### config.mk
export PLATFORM = sky130hd
export DESIGN_NAME = latch_bank_sched
export DESIGN_NICKNAME = d
export VERILOG_FILES = /design/src/rtl/latch_bank_sched.sv
export SDC_FILE = /design/constraint.sdc
export NUM_CORES = 1
export LEC_CHECK = 0
export ABC_CLOCK_PERIOD_IN_PS = 2450
export BUFFER_PORTS_ARGS = -buffer_cell sky130_fd_sc_hd__buf_2
export CORE_UTILIZATION = 46
export DETAILED_ROUTE_END_ITERATION = 8
export PLACE_DENSITY = 0.79
export SYNTH_ARGS = -nofsm -noshare
export SYNTH_HDL_FRONTEND = slang
export SYNTH_SLANG_ARGS = --single-unit
### constraint.sdc
create_clock -name clk_i -period 2.45 [get_ports clk_i]
set_input_delay 0.6125 -clock clk_i [delete_from_list [all_inputs] [get_ports clk_i]]
set_output_delay 0.6125 -clock clk_i [all_outputs]
set_load 0.005 [all_outputs]
### src/rtl/latch_bank_sched.sv
// latch_bank_sched: round-robin scheduler sharing one bank of level-sensitive
// D-latches among several requesters. Each granted write runs a glitch-free
// enable sequence: data setup, enable open for OPEN_CYC cycles, then data hold.
// Optional feature macro: LATCH_READBACK_EN adds a VERIFY cycle that compares
// the addressed latch output (lat_q_i) against the written data and flags err_o.
module latch_bank_sched #(
  parameter int NUM_REQ  = 4,
  parameter int NUM_LAT  = 4,
  parameter int DATA_W   = 8,
  parameter int OPEN_CYC = 2,
  localparam int AW = $clog2(NUM_LAT),
  localparam int GW = $clog2(NUM_REQ)
) (
  input  logic                      clk_i,
  input  logic                      rst_ni,
  input  logic [NUM_REQ-1:0]        req_i,
  input  logic [NUM_REQ*AW-1:0]     addr_i,
  input  logic [NUM_REQ*DATA_W-1:0] data_i,
  output logic [NUM_REQ-1:0]        ack_o,
  output logic                      busy_o,
  output logic [GW-1:0]             gnt_id_o,
  output logic [NUM_LAT-1:0]        lat_en_o,
  output logic [DATA_W-1:0]         lat_d_o
`ifdef LATCH_READBACK_EN
  ,
  input  logic [NUM_LAT*DATA_W-1:0] lat_q_i,
  output logic                      err_o
`endif
);

  localparam int CW = (OPEN_CYC > 1) ? $clog2(OPEN_CYC) : 1;

  // S_VERIFY is only reachable when readback checking is compiled in.
  typedef enum logic [2:0] {
    S_IDLE,
    S_SETUP,
    S_OPEN,
    S_HOLD,
    S_VERIFY
  } state_t;

`ifdef LATCH_READBACK_EN
  localparam state_t S_ACK = S_VERIFY;
`else
  localparam state_t S_ACK = S_HOLD;
`endif

  state_t          state_q;
  state_t          state_nxt;
  logic [CW-1:0]   cnt_q;
  logic [GW-1:0]   rr_q;
  logic [GW-1:0]   gnt_q;
  logic [AW-1:0]   addr_q;
  logic            win_found;
  logic [GW-1:0]   win_id;
  logic [NUM_REQ-1:0] req_rot;
  logic [GW:0]     win_sum;

  // Decode a captured latch index into a one-hot enable; out-of-range indices
  // (possible with a non-power-of-2 bank) decode to all zeros.
  function automatic logic [NUM_LAT-1:0] addr_onehot(input logic [AW-1:0] a);
    logic [NUM_LAT-1:0] oh;
    oh = '0;
    for (int i = 0; i < NUM_LAT; i++) begin
      if (int'(a) == i) oh[i] = 1'b1;
    end
    return oh;
  endfunction

  // Round-robin pick: first requester at or after rr_q, wrapping.
  always_comb begin
    win_found = 1'b0;
    win_id    = '0;
    win_sum   = '0;
    req_rot   = NUM_REQ'({req_i, req_i} >> rr_q);
    for (int k = 0; k < NUM_REQ; k++) begin
      if (!win_found && req_rot[k]) begin
        win_found = 1'b1;
        win_sum   = {1'b0, rr_q} + (GW+1)'(k);
        if (win_sum >= (GW+1)'(NUM_REQ)) win_sum = win_sum - (GW+1)'(NUM_REQ);
        win_id    = win_sum[GW-1:0];
      end
    end
  end

  // Next-state logic for the write sequence.
  always_comb begin
    state_nxt = state_q;
    case (state_q)
      S_IDLE:   if (win_found) state_nxt = S_SETUP;
      S_SETUP:  state_nxt = S_OPEN;
      S_OPEN:   if (cnt_q == CW'(OPEN_CYC - 1)) state_nxt = S_HOLD;
`ifdef LATCH_READBACK_EN
      S_HOLD:   state_nxt = S_VERIFY;
`else
      S_HOLD:   state_nxt = S_IDLE;
`endif
      S_VERIFY: state_nxt = S_IDLE;
      default:  state_nxt = S_IDLE;
    endcase
  end

  // State register.
  always_ff @(posedge clk_i or negedge rst_ni) begin
    if (!rst_ni) state_q <= S_IDLE;
    else         state_q <= state_nxt;
  end

  // Sequencing counters, grant bookkeeping and registered latch-bank outputs.
  always_ff @(posedge clk_i or negedge rst_ni) begin
    if (!rst_ni) begin
      cnt_q    <= '0;
      rr_q     <= '0;
      gnt_q    <= '0;
      lat_d_o  <= '0;
      lat_en_o <= '0;
      ack_o    <= '0;
    end else begin
      cnt_q    <= (state_q == S_OPEN) ? cnt_q + 1'b1 : '0;
      lat_en_o <= (state_nxt == S_OPEN) ? addr_onehot(addr_q) : '0;
      ack_o    <= (state_nxt == S_ACK) ? (NUM_REQ'(1) << gnt_q) : '0;
      if (state_q == S_IDLE && win_found) begin
        gnt_q   <= win_id;
        lat_d_o <= data_i[int'(win_id)*DATA_W +: DATA_W];
      end
      if (state_q == S_ACK) begin
        rr_q <= (gnt_q == GW'(NUM_REQ - 1)) ? '0 : gnt_q + 1'b1;
      end
    end
  end

  // Captured latch index; only consumed while the sequence is running.
  always_ff @(posedge clk_i) begin
    if (state_q == S_IDLE && win_found) addr_q <= addr_i[int'(win_id)*AW +: AW];
  end

`ifdef LATCH_READBACK_EN
  // Latches are closed during HOLD, so their outputs are final there; the
  // comparison is registered so err_o lines up with the VERIFY-cycle ack.
  always_ff @(posedge clk_i or negedge rst_ni) begin
    if (!rst_ni) err_o <= 1'b0;
    else         err_o <= (state_nxt == S_VERIFY) && (int'(addr_q) < NUM_LAT) &&
                          (lat_q_i[int'(addr_q)*DATA_W +: DATA_W] != lat_d_o);
  end
`endif

  assign busy_o   = (state_q != S_IDLE);
  assign gnt_id_o = gnt_q;

endmodule
==> impl_metrics.yaml, run 1 <==
synth:
  synth_top_family_by_area: "compound AO/OA/AOI/OAI gates"
  synth_seq_cells: 26
  ys.flop_type: "dfrtp_1"
  syn-mean-instance-area_um2: 11.3
  syn_nets: 177
  synth_xor_area_share_pct: 0.613
  synth_top_area_share_pct: 42.0
  muxShareOfSynthArea_pct: 13.8
  synth-compound-area-share_pct: 18.6
  synth.distinct_cells: 35
  yosysTopAreaCell: "dfrtp_1"
  synth_seq_area_share_pct: 46.2
  synthAdderAreaFrac_pct: 3.50
  synth_edf_count: 2
  netlist_area_um2: 1430
  synthTopCellsByArea: "dfrtp_1, mux2_4, a221o_1"
  yosys-top-cells-count: "dfrtp_1, nand3_1, a21oi_1, o21ai_0"
  yosys_warnings: 0
  synth_async_sr_flop_share_pct: 92.3
  syn_inst: 127
  synthSimpleGateAreaFrac_pct: 14.3
  yosysMostFrequentCell: "dfrtp_1"
timing:
  grt_setup_unrepaired: "false"
  tns_ns: 0
  setup_ws_ns: 0.436
  drv_slew: 0
  finalHoldViolCount: 0
  setup_violations: 0
  max_slew.worst_pin.slew_ns: 0.641
  fin_crit_sh_pct: 82.2
  fmax_mhz: 497
  maxSlewHeadroom_pct: 57.1
  clock_skew_ns: 0.0115
  timing.final.crit_period_ns: 2.01
die:
  io_pins: 65
  core_area_um2: 2850
  die_x_um: 57.7
  start_util_pct: 50.1
  die_h_um: 57.7
  fp-row-count: 19
  die_area_um2: 3330
pwr:
  ir_drop_uv: 434
  cellPowerDensity_nw_per_um2: 888
  cellLeakagePower_nw: 0.953
global_route:
  grt_pass1_wl_um: 5640
  grt_pass1_vias: 1290
  grt_use_total_pct: 22.3
  grt.overflow.total: 0
  antenna_found_initial: 0
  grt_max_degree: 25
placement:
  dp_cells: 222
  gp_congestion: 0.779
  dp_slack_ns: 0.204
  place_hpwl_um: 2640
  io_buffer_count: 64
status:
  violations: "DRC"
  status: "finished, violations left"
worst_setup_path:
  critPathMaxFanout: 10
  worstPathRequired_ns: 2.68
  cp.arrival_ns: 2.25
  cp-end-kind: "flip-flop"
  setup.worst_path.class: "reg2reg"
  reg2reg_from: "rr_q[1]$_DFFE_PN0N_"
  start_kind: "flip-flop"
  critical_path.startpoint: "rr_q[1]$_DFFE_PN0N_"
  worstRegToRegCells: 5
cts:
  cts_max_path_buffers: 2
  clock_sinks: 26
  post-cts-setup-buffer-count: 0
  clkTransAtPathRegs_ns: 0.15
  postCtsHoldBufs: 0
  cts_buffers: 3
  cts_max_level: 1
  cts_tree: "built"
  cts_root_buf: "clkbuf_4"
  cts_resized: 0
  clock_latency_ns: 0.33
route:
  vias_per_cell: 5.66
  vias: 1280
  drt_wl_total_um: 3340
  drtIter0Drc: 51
  wl_per_cell_um: 14.8
  first_pass_iters: 6
  antenna_left: 0
  route.detailed.drc: 3
layout:
  diodes: 0
  fillerInstances: 242
  layout-drive-gt1-share_pct: 43.1
  fin_nets: 246
  multiInputGateArea_um2: 729
  syn2layout_area_growth_pct: 28.2
  regArea_um2: 661
  final-instance-count-excl-fill: 226
run:
  cap_violations: 0
hold_path:
  hold_path.class: "in2async"
-- through the flow --
step | instance area (um2) | power (W) | hold slack [ns] | util (%)
5_1_grt | 1830 | 0.00174 | 0.272 | 64.2
2_1_floorplan | 1430 | 0.00111 | 0.317 | -
3_3_place_gp | 1780 | 0.00131 | 0.434 | 62.4
6_report | 1830 | 0.00163 | 0.229 | 64.2
3_5_place_dp | 1780 | 0.00134 | 0.453 | 62.4
4_1_cts | 1830 | 0.00163 | 0.249 | 64.2
-- layout by cell type (no fill, tap or decap), types with 2 or more instances in the layout --
master     n
mux2_4     6
clkbuf_4   3
a221o_1    8
nand2_1    4
mux2i_1    6
nand3_1   10
nand2b_1   2
a21o_1     3
nor2_1     8
a21oi_1    9
o21ai_0    9
or3_1      2
inv_1      4
nor3_1     2
buf_2     64
edfxtp_1   2
and2_1     4
mux2_2     3
buf_4      2
dfrtp_1   24
ha_1       4
-- cells by family after synthesis --
kind of cell | count (synthesis)
simple gates | 38
compound gates | 35
flops | 26
mux | 16
buf+inv | 6
fa+ha+maj | 4
other cells | 1
xor+xnor | 1
-- power breakdown --
part	total, W	switching [W]	leakage [nW]	internal, W
clock network	0.000298	0.000132	0.0279	0.000166
logic	0.000666	0.000325	0.594	0.000341
registers	0.000663	0.000111	0.332	0.000552
-- critical path, stage by stage (launching register included) --
cell,delay (ns)
dfrtp_1,0.48
mux2i_2,0.21
o2bb2ai_4,0.19
nor2_4,0.33
mux2_2,0.39
a221o_1,0.32
-- layout make-up --
type	count	share of cell area, %
multi-input cells	95	39.8
inverters	4	0.820
repair buffers	66	18.3
flip-flops and latches	26	36.1
clock buffers	3	1.23
well taps	31	2.12
clock inverters	1	1.64
-- routing by layer --
metal | vias up | part of all wire, % | global-route usage [%] | wire length [um]
met3 | 4 | 7.0 | 2.68 | 234
li1 | 607 | - | - | -
met2 | 62 | 52 | 40.7 | 1730
met4 | 0 | 1.3 | 8.16 | 44
met5 | - | 0 | 0 | 0
met1 | 607 | 40 | 27.1 | 1330
-- worst paths after layout --
kind | slack [ns] | endpoint
max in group asynchronous | 1.86 | ack_o[3]$_DFF_PN0_
min in group clk_i | 0.47 | lat_en_o[0]$_DFF_PN0_
max reg2reg | 0.44 | lat_d_o[0]$_DFFE_PN0P_
max | 0.44 | lat_d_o[0]$_DFFE_PN0P_
min reg2reg | 0.47 | lat_en_o[0]$_DFF_PN0_
min | 0.23 | cnt_q$_DFF_PN0_
-- flip-flops by register name, summed over array words and instances, names as in the netlist --
register / flops
addr_q: 2
lat_d_o: 8
state_q: 3
gnt_id_o: 2
cnt_q: 1
ack_o: 4
rr_q: 2
lat_en_o: 4
Note: power is estimated with default switching activity, not from simulation.
==> run 2, diff against run 1 <==
- ABC_CLOCK_PERIOD_IN_PS: 2450 -> 2000
- clock period: 2.45 -> 2 ns (I/O delays scaled with it)
==> run 2 against run 1 <==
Net effect:
- the flow still finishes with violations (DRC)
- clock power up 21%
- clock skew is 0.0029 ns lower
- via count increased by 4.5%
- final cell count increased by 5.8%
- final area up 5.5%
- non-clock buffer count increased by 13
- critical endpoint is now lat_d_o[2]$_DFFE_PN0P_
- largest cell class unchanged
- largest power group unchanged
- highest routed layer unchanged
==> impl_metrics.yaml, run 2 (synthesis gave the netlist of run 1 again) <==
layout:
  diodes: 0
  fin_nets: 259
  syn2layout_area_growth_pct: 35.3
  final_common_cell: "buf_2"
  stdcell_area_um2: 1930
  final-instance-count-excl-fill: 239
  top_regs: "lat_d_o x8, ack_o x4, lat_en_o x4"
  largest_reg_flops: 8
  final_cell_mix: "buf_2, dfrtp_1, buf_4"
  top_register: "lat_d_o"
  layout-drive-gt1-share_pct: 47.1
route:
  drt_wl_total_um: 3560
  vias_per_cell: 5.59
  wl_per_cell_um: 14.9
  drtIter0Drc: 58
  route.detailed.drc: 3
  vias: 1337
  first_pass_iters: 6
  antenna_left: 0
worst_setup_path:
  cp.arrival_ns: 2.10
  rrSetupSlack_ns: 0.13
  start_kind: "flip-flop"
  setup.worst_path.class: "reg2reg"
  worstPathRequired_ns: 2.23
  reg2reg_from: "rr_q[1]$_DFFE_PN0N_"
  critPathMaxFanout: 5
  worstRegToRegCells: 6
  cp-end-kind: "flip-flop"
  r2r-end: "lat_d_o[2]$_DFFE_PN0P_"
placement:
  gp_congestion: 0.805
  dp_cells: 231
  place_hpwl_um: 2740
  dpl_cell_area_um2: 1850
  dp_slack_ns: -0.0952
  io_buffer_count: 64
timing:
  fmax_mhz: 534
  setup_ws_ns: 0.129
  fin_crit_sh_pct: 93.6
  clock_skew_ns: 0.00865
  finalHoldViolCount: 0
  setup_violations: 0
  timing.final.crit_period_ns: 1.87
  drv_slew: 0
  tns_ns: 0
  timing.hold.ws_ns: 0.129
  max_slew.worst_pin.slew_ns: 0.712
  grt_setup_unrepaired: "false"
  maxSlewHeadroom_pct: 52.3
global_route:
  grt_pass1_wl_um: 5780
  met3_usage_pct: 3.57
  top_usage_layer: "met2"
  use_met1_pct: 26.5
  antenna_found_initial: 0
  grtUsageMet2_pct: 44.7
  grt_max_degree: 25
  grt.overflow.total: 0
  grt_use_total_pct: 23.2
  grt_pass1_vias: 1303
cts:
  cts_buffers: 3
  clkTransAtPathRegs_ns: 0.15
  cts_root_buf: "clkbuf_4"
  cts_max_level: 1
  clock_latency_ns: 0.32
  cts_tree: "built"
  cts_max_path_buffers: 2
  clock_sinks: 26
status:
  status: "finished, violations left"
  violations: "DRC"
pwr:
  cellPowerDensity_nw_per_um2: 1100
  ir_drop_uv: 542
  cellLeakagePower_nw: 1.02
hold_path:
  hold_path.class: "in2async"
die:
  core_area_um2: 2850
  io_pins: 65
  die_x_um: 57.7
  die_area_um2: 3330
  fp-row-count: 19
  start_util_pct: 50.1
  die_h_um: 57.7
run:
  cap_violations: 0
run 2: changes by cell type in the layout (fill, tap and decap cells not counted):
cell     before  now
buf_4         2   15
o21ai_1       1    0
o21ai_2       0    1
run 2: how the worst max path moves through the flow:
stage | from | to | slack (ns) | depth (start not counted)
after floorplan | req_i[3] | lat_d_o[2]$_DFFE_PN0P_ | 0.17 | 6
after CTS | rr_q[1]$_DFFE_PN0N_ | lat_d_o[6]$_DFFE_PN0P_ | 0.04 | 7
after global placement | req_i[2] | lat_d_o[1]$_DFFE_PN0P_ | -0.02 | 6
after global routing | rr_q[1]$_DFFE_PN0N_ | lat_d_o[3]$_DFFE_PN0P_ | 0.04 | 7
final | rr_q[1]$_DFFE_PN0N_ | lat_d_o[2]$_DFFE_PN0P_ | 0.13 | 6
after detailed placement | req_i[3] | lat_d_o[1]$_DFFE_PN0P_ | -0.1 | 6
run 2: through the flow:
step | utilization, % | total power, W
3_3_place_gp | 64.7 | 0.00166
6_report | 67.8 | 0.00212
2_1_floorplan | - | 0.00136
3_5_place_dp | 64.7 | 0.00171
5_1_grt | 67.8 | 0.00226
4_1_cts | 67.6 | 0.00211
run 2: layer usage:
layer	routed length (um)	part of all wire [%]
met2	1900	54
met3	254	7.1
met5	0	0
met4	30	0.84
met1	1370	38
run 2: area by class of cell:
class,instances,area [um2]
fillers,240,920
multi-input cells,95,733
flip-flops and latches,26,661
repair buffers,79,433
well taps,31,38.8
clock inverters,1,30.0
clock buffers,3,22.5
inverters,4,15.0
run 2: what timing repair did:
action | 4_1_cts | 5_1_grt
hold buffers | 0 | 0
setup endpoints to repair | 2 | 8
gates resized for setup | 0 | 1
pin swaps | 1 | 0
endpoints found under the hold margin | 0 | 0
setup buffers | 4 | 0
run 2: worst max-delay path: stages (launching register included):
cell	delay, ns
dfrtp_1	0.45
mux2i_2	0.33
o2bb2ai_4	0.17
nor2_4	0.05
buf_4	0.16
mux2_4	0.30
a221o_1	0.32
run 2: report_power, final:
part           internal [W]  switching [W]  leakage [nW]
registers          0.000677       0.000129         0.332
logic              0.000504       0.000448         0.659
clock network      0.000203       0.000158        0.0279
total               0.00138       0.000735          1.02
==> run 3, diff against run 2 <==
- CELL_PAD_IN_SITES_DETAIL_PLACEMENT: not set -> 0
- CELL_PAD_IN_SITES_GLOBAL_PLACEMENT: not set -> 1
- CORE_UTILIZATION: 46 -> 34
- PLACE_DENSITY: 0.79 -> not set
- PLACE_DENSITY_LB_ADDON: not set -> 0.1
==> run 3 against run 2 <==
Net effect:
- first-iteration DRC count decreased by 26%
- register-to-register slack is essentially flat
- largest power group unchanged
- critical endpoint is now lat_d_o[3]$_DFFE_PN0P_
- combinational power fell by 3.4%
- the run now ends clean
- clock skew fell by 0.0056 ns
- final area rose by 1.6%
- sequential power barely moved
- non-clock buffer count down 1
- highest routed layer unchanged
- critical path type unchanged
- routed wire length hardly changed
==> impl_metrics.yaml, run 3 (synthesis gave the netlist of run 1 again) <==
worst_setup_path:
  rrSetupSlack_ns: 0.12
  path_buf_inv: 1
  worstRegToRegCells: 6
  critPathMaxFanout: 7
  worstPathRequired_ns: 2.15
  cp.arrival_ns: 2.04
  r2r-end: "lat_d_o[3]$_DFFE_PN0P_"
  start_kind: "flip-flop"
  critical_path.startpoint: "rr_q[1]$_DFFE_PN0N_"
  path_delay_family: "multiplexers"
  reg2reg_from: "rr_q[1]$_DFFE_PN0N_"
  setup.worst_path.class: "reg2reg"
  crit_end: "lat_d_o[3]$_DFFE_PN0P_"
  cp_num_cells: 6
  slowest_delay_ns: 0.49
  cp-end-kind: "flip-flop"
  worst_path_max_delay_cell: "dfrtp_1"
  crit_path_cell_trace: "mux2i_2 -> o2bb2ai_4 -> nor2_4 -> buf_12 -> mux2_4 -> a221o_1"
cts:
  cts_max_level: 1
  clock_sinks: 26
  cts_root_buf: "clkbuf_8"
  cts_max_path_buffers: 2
  cts_buffers: 3
  clock_latency_ns: 0.26
  clkTransAtPathRegs_ns: 0.09
  cts_tree: "built"
global_route:
  antenna_found_initial: 0
  grt_pass1_wl_um: 5570
  grt_pass1_vias: 1205
  grt_max_degree: 25
  grt.overflow.total: 0
  grt_use_total_pct: 16.8
timing:
  clock_skew_ns: 0.00304
  max_slew.worst_pin.slew_ns: 0.681
  grt_setup_unrepaired: "false"
  fmax_mhz: 531
  tns_ns: 0
  maxSlewHeadroom_pct: 54.4
  finalHoldViolCount: 0
  setup_violations: 0
  drv_slew: 0
  fin_crit_sh_pct: 94.2
  timing.final.crit_period_ns: 1.88
layout:
  largest_reg_flops: 8
  layout-drive-gt1-share_pct: 46.9
  regArea_um2: 661
  final-instance-count-excl-fill: 257
  top_register: "lat_d_o"
  multiInputGateArea_um2: 733
  final_cell_mix: "buf_2, dfrtp_1, buf_4"
  final_common_cell: "buf_2"
  top_regs: "lat_d_o x8, ack_o x4, lat_en_o x4"
  syn2layout_area_growth_pct: 37.5
  diodes: 0
  fin_nets: 258
  fillerInstances: 410
placement:
  io_buffer_count: 64
  gp_congestion: 0.818
  dp_cells: 251
  place_hpwl_um: 2790
die:
  io_pins: 65
  die_x_um: 66.8
  start_util_pct: 35.5
  fp-row-count: 23
  die_h_um: 66.8
  die_area_um2: 4470
  core_area_um2: 4030
route:
  drtIter0Drc: 43
  antenna_left: 0
  vias_per_cell: 4.91
  drt_wl_total_um: 3560
  route.detailed.drc: 0
  first_pass_iters: 4
  vias: 1261
  wl_per_cell_um: 13.8
pwr:
  ir_drop_uv: 348
  power.total_w: 0.00206
  cellPowerDensity_nw_per_um2: 1050
  cellLeakagePower_nw: 1.02
status:
  status: "finished clean"
run:
  cap_violations: 0
hold_path:
  hold_path.class: "in2async"
-- run 3: cell type report --
cell class,instances,share of cell area [%]
flip-flops and latches,26,33.6
well taps,50,3.18
clock buffers,4,2.80
repair buffers,78,22.3
multi-input cells,95,37.3
inverters,4,0.764
-- run 3: worst min path at each step --
stage / end / slack [ns] / cells after the start
after global placement: cnt_q$_DFF_PN0_ / 0.43 / 1
after floorplan: ack_o[0]$_DFF_PN0_ / 0.20 / 0
after detailed placement: cnt_q$_DFF_PN0_ / 0.45 / 1
final: ack_o[1]$_DFF_PN0_ / 0.21 / 1
after CTS: lat_en_o[3]$_DFF_PN0_ / 0.23 / 1
after global routing: lat_en_o[0]$_DFF_PN0_ / 0.24 / 1
-- run 3: worst register-to-register path, stage by stage, from the launching register on --
cell and delay, ns:
dfrtp_1 0.49, mux2i_2 0.32, o2bb2ai_4 0.16, nor2_4 0.06, buf_12 0.14, mux2_4 0.29, a221o_1 0.32
-- run 3: repair_timing --
| item | in CTS | in global routing |
|---|---|---|
| gates resized for setup | 0 | 1 |
| setup endpoints to repair | 7 | 6 |
| hold buffers | 0 | 0 |
| buffers inserted | 2 | 0 |
| pin swaps | 1 | 0 |
-- run 3: metrics by stage --
stage	cell area, um2	utilization (%)	setup WS, ns	hold WS (ns)
global route	1960	48.8	0.0302	0.237
finish	1960	48.8	0.116	0.210
CTS	1960	48.7	0.0429	0.229
detailed placement	1880	46.6	-0.146	0.445
floorplan	1430	-	0.170	0.204
global placement	1880	46.6	-0.0824	0.433
-- run 3: metal layers --
layer	GRT usage (%)	share of wire, %
met5	0	0
met4	4.79	1.7
met3	2.74	3.9
met2	29.4	49
met1	20.9	45
-- run 3: report_power, final --
group / internal, W / total, W / switching, W / leakage [nW]
combinational: 0.000498 / 0.000920 / 0.000422 / 0.658
sequential: 0.000677 / 0.000806 / 0.000129 / 0.332
clock: 0.000176 / 0.000337 / 0.000161 / 0.0288
total: 0.00135 / 0.00206 / 0.000711 / 1.02
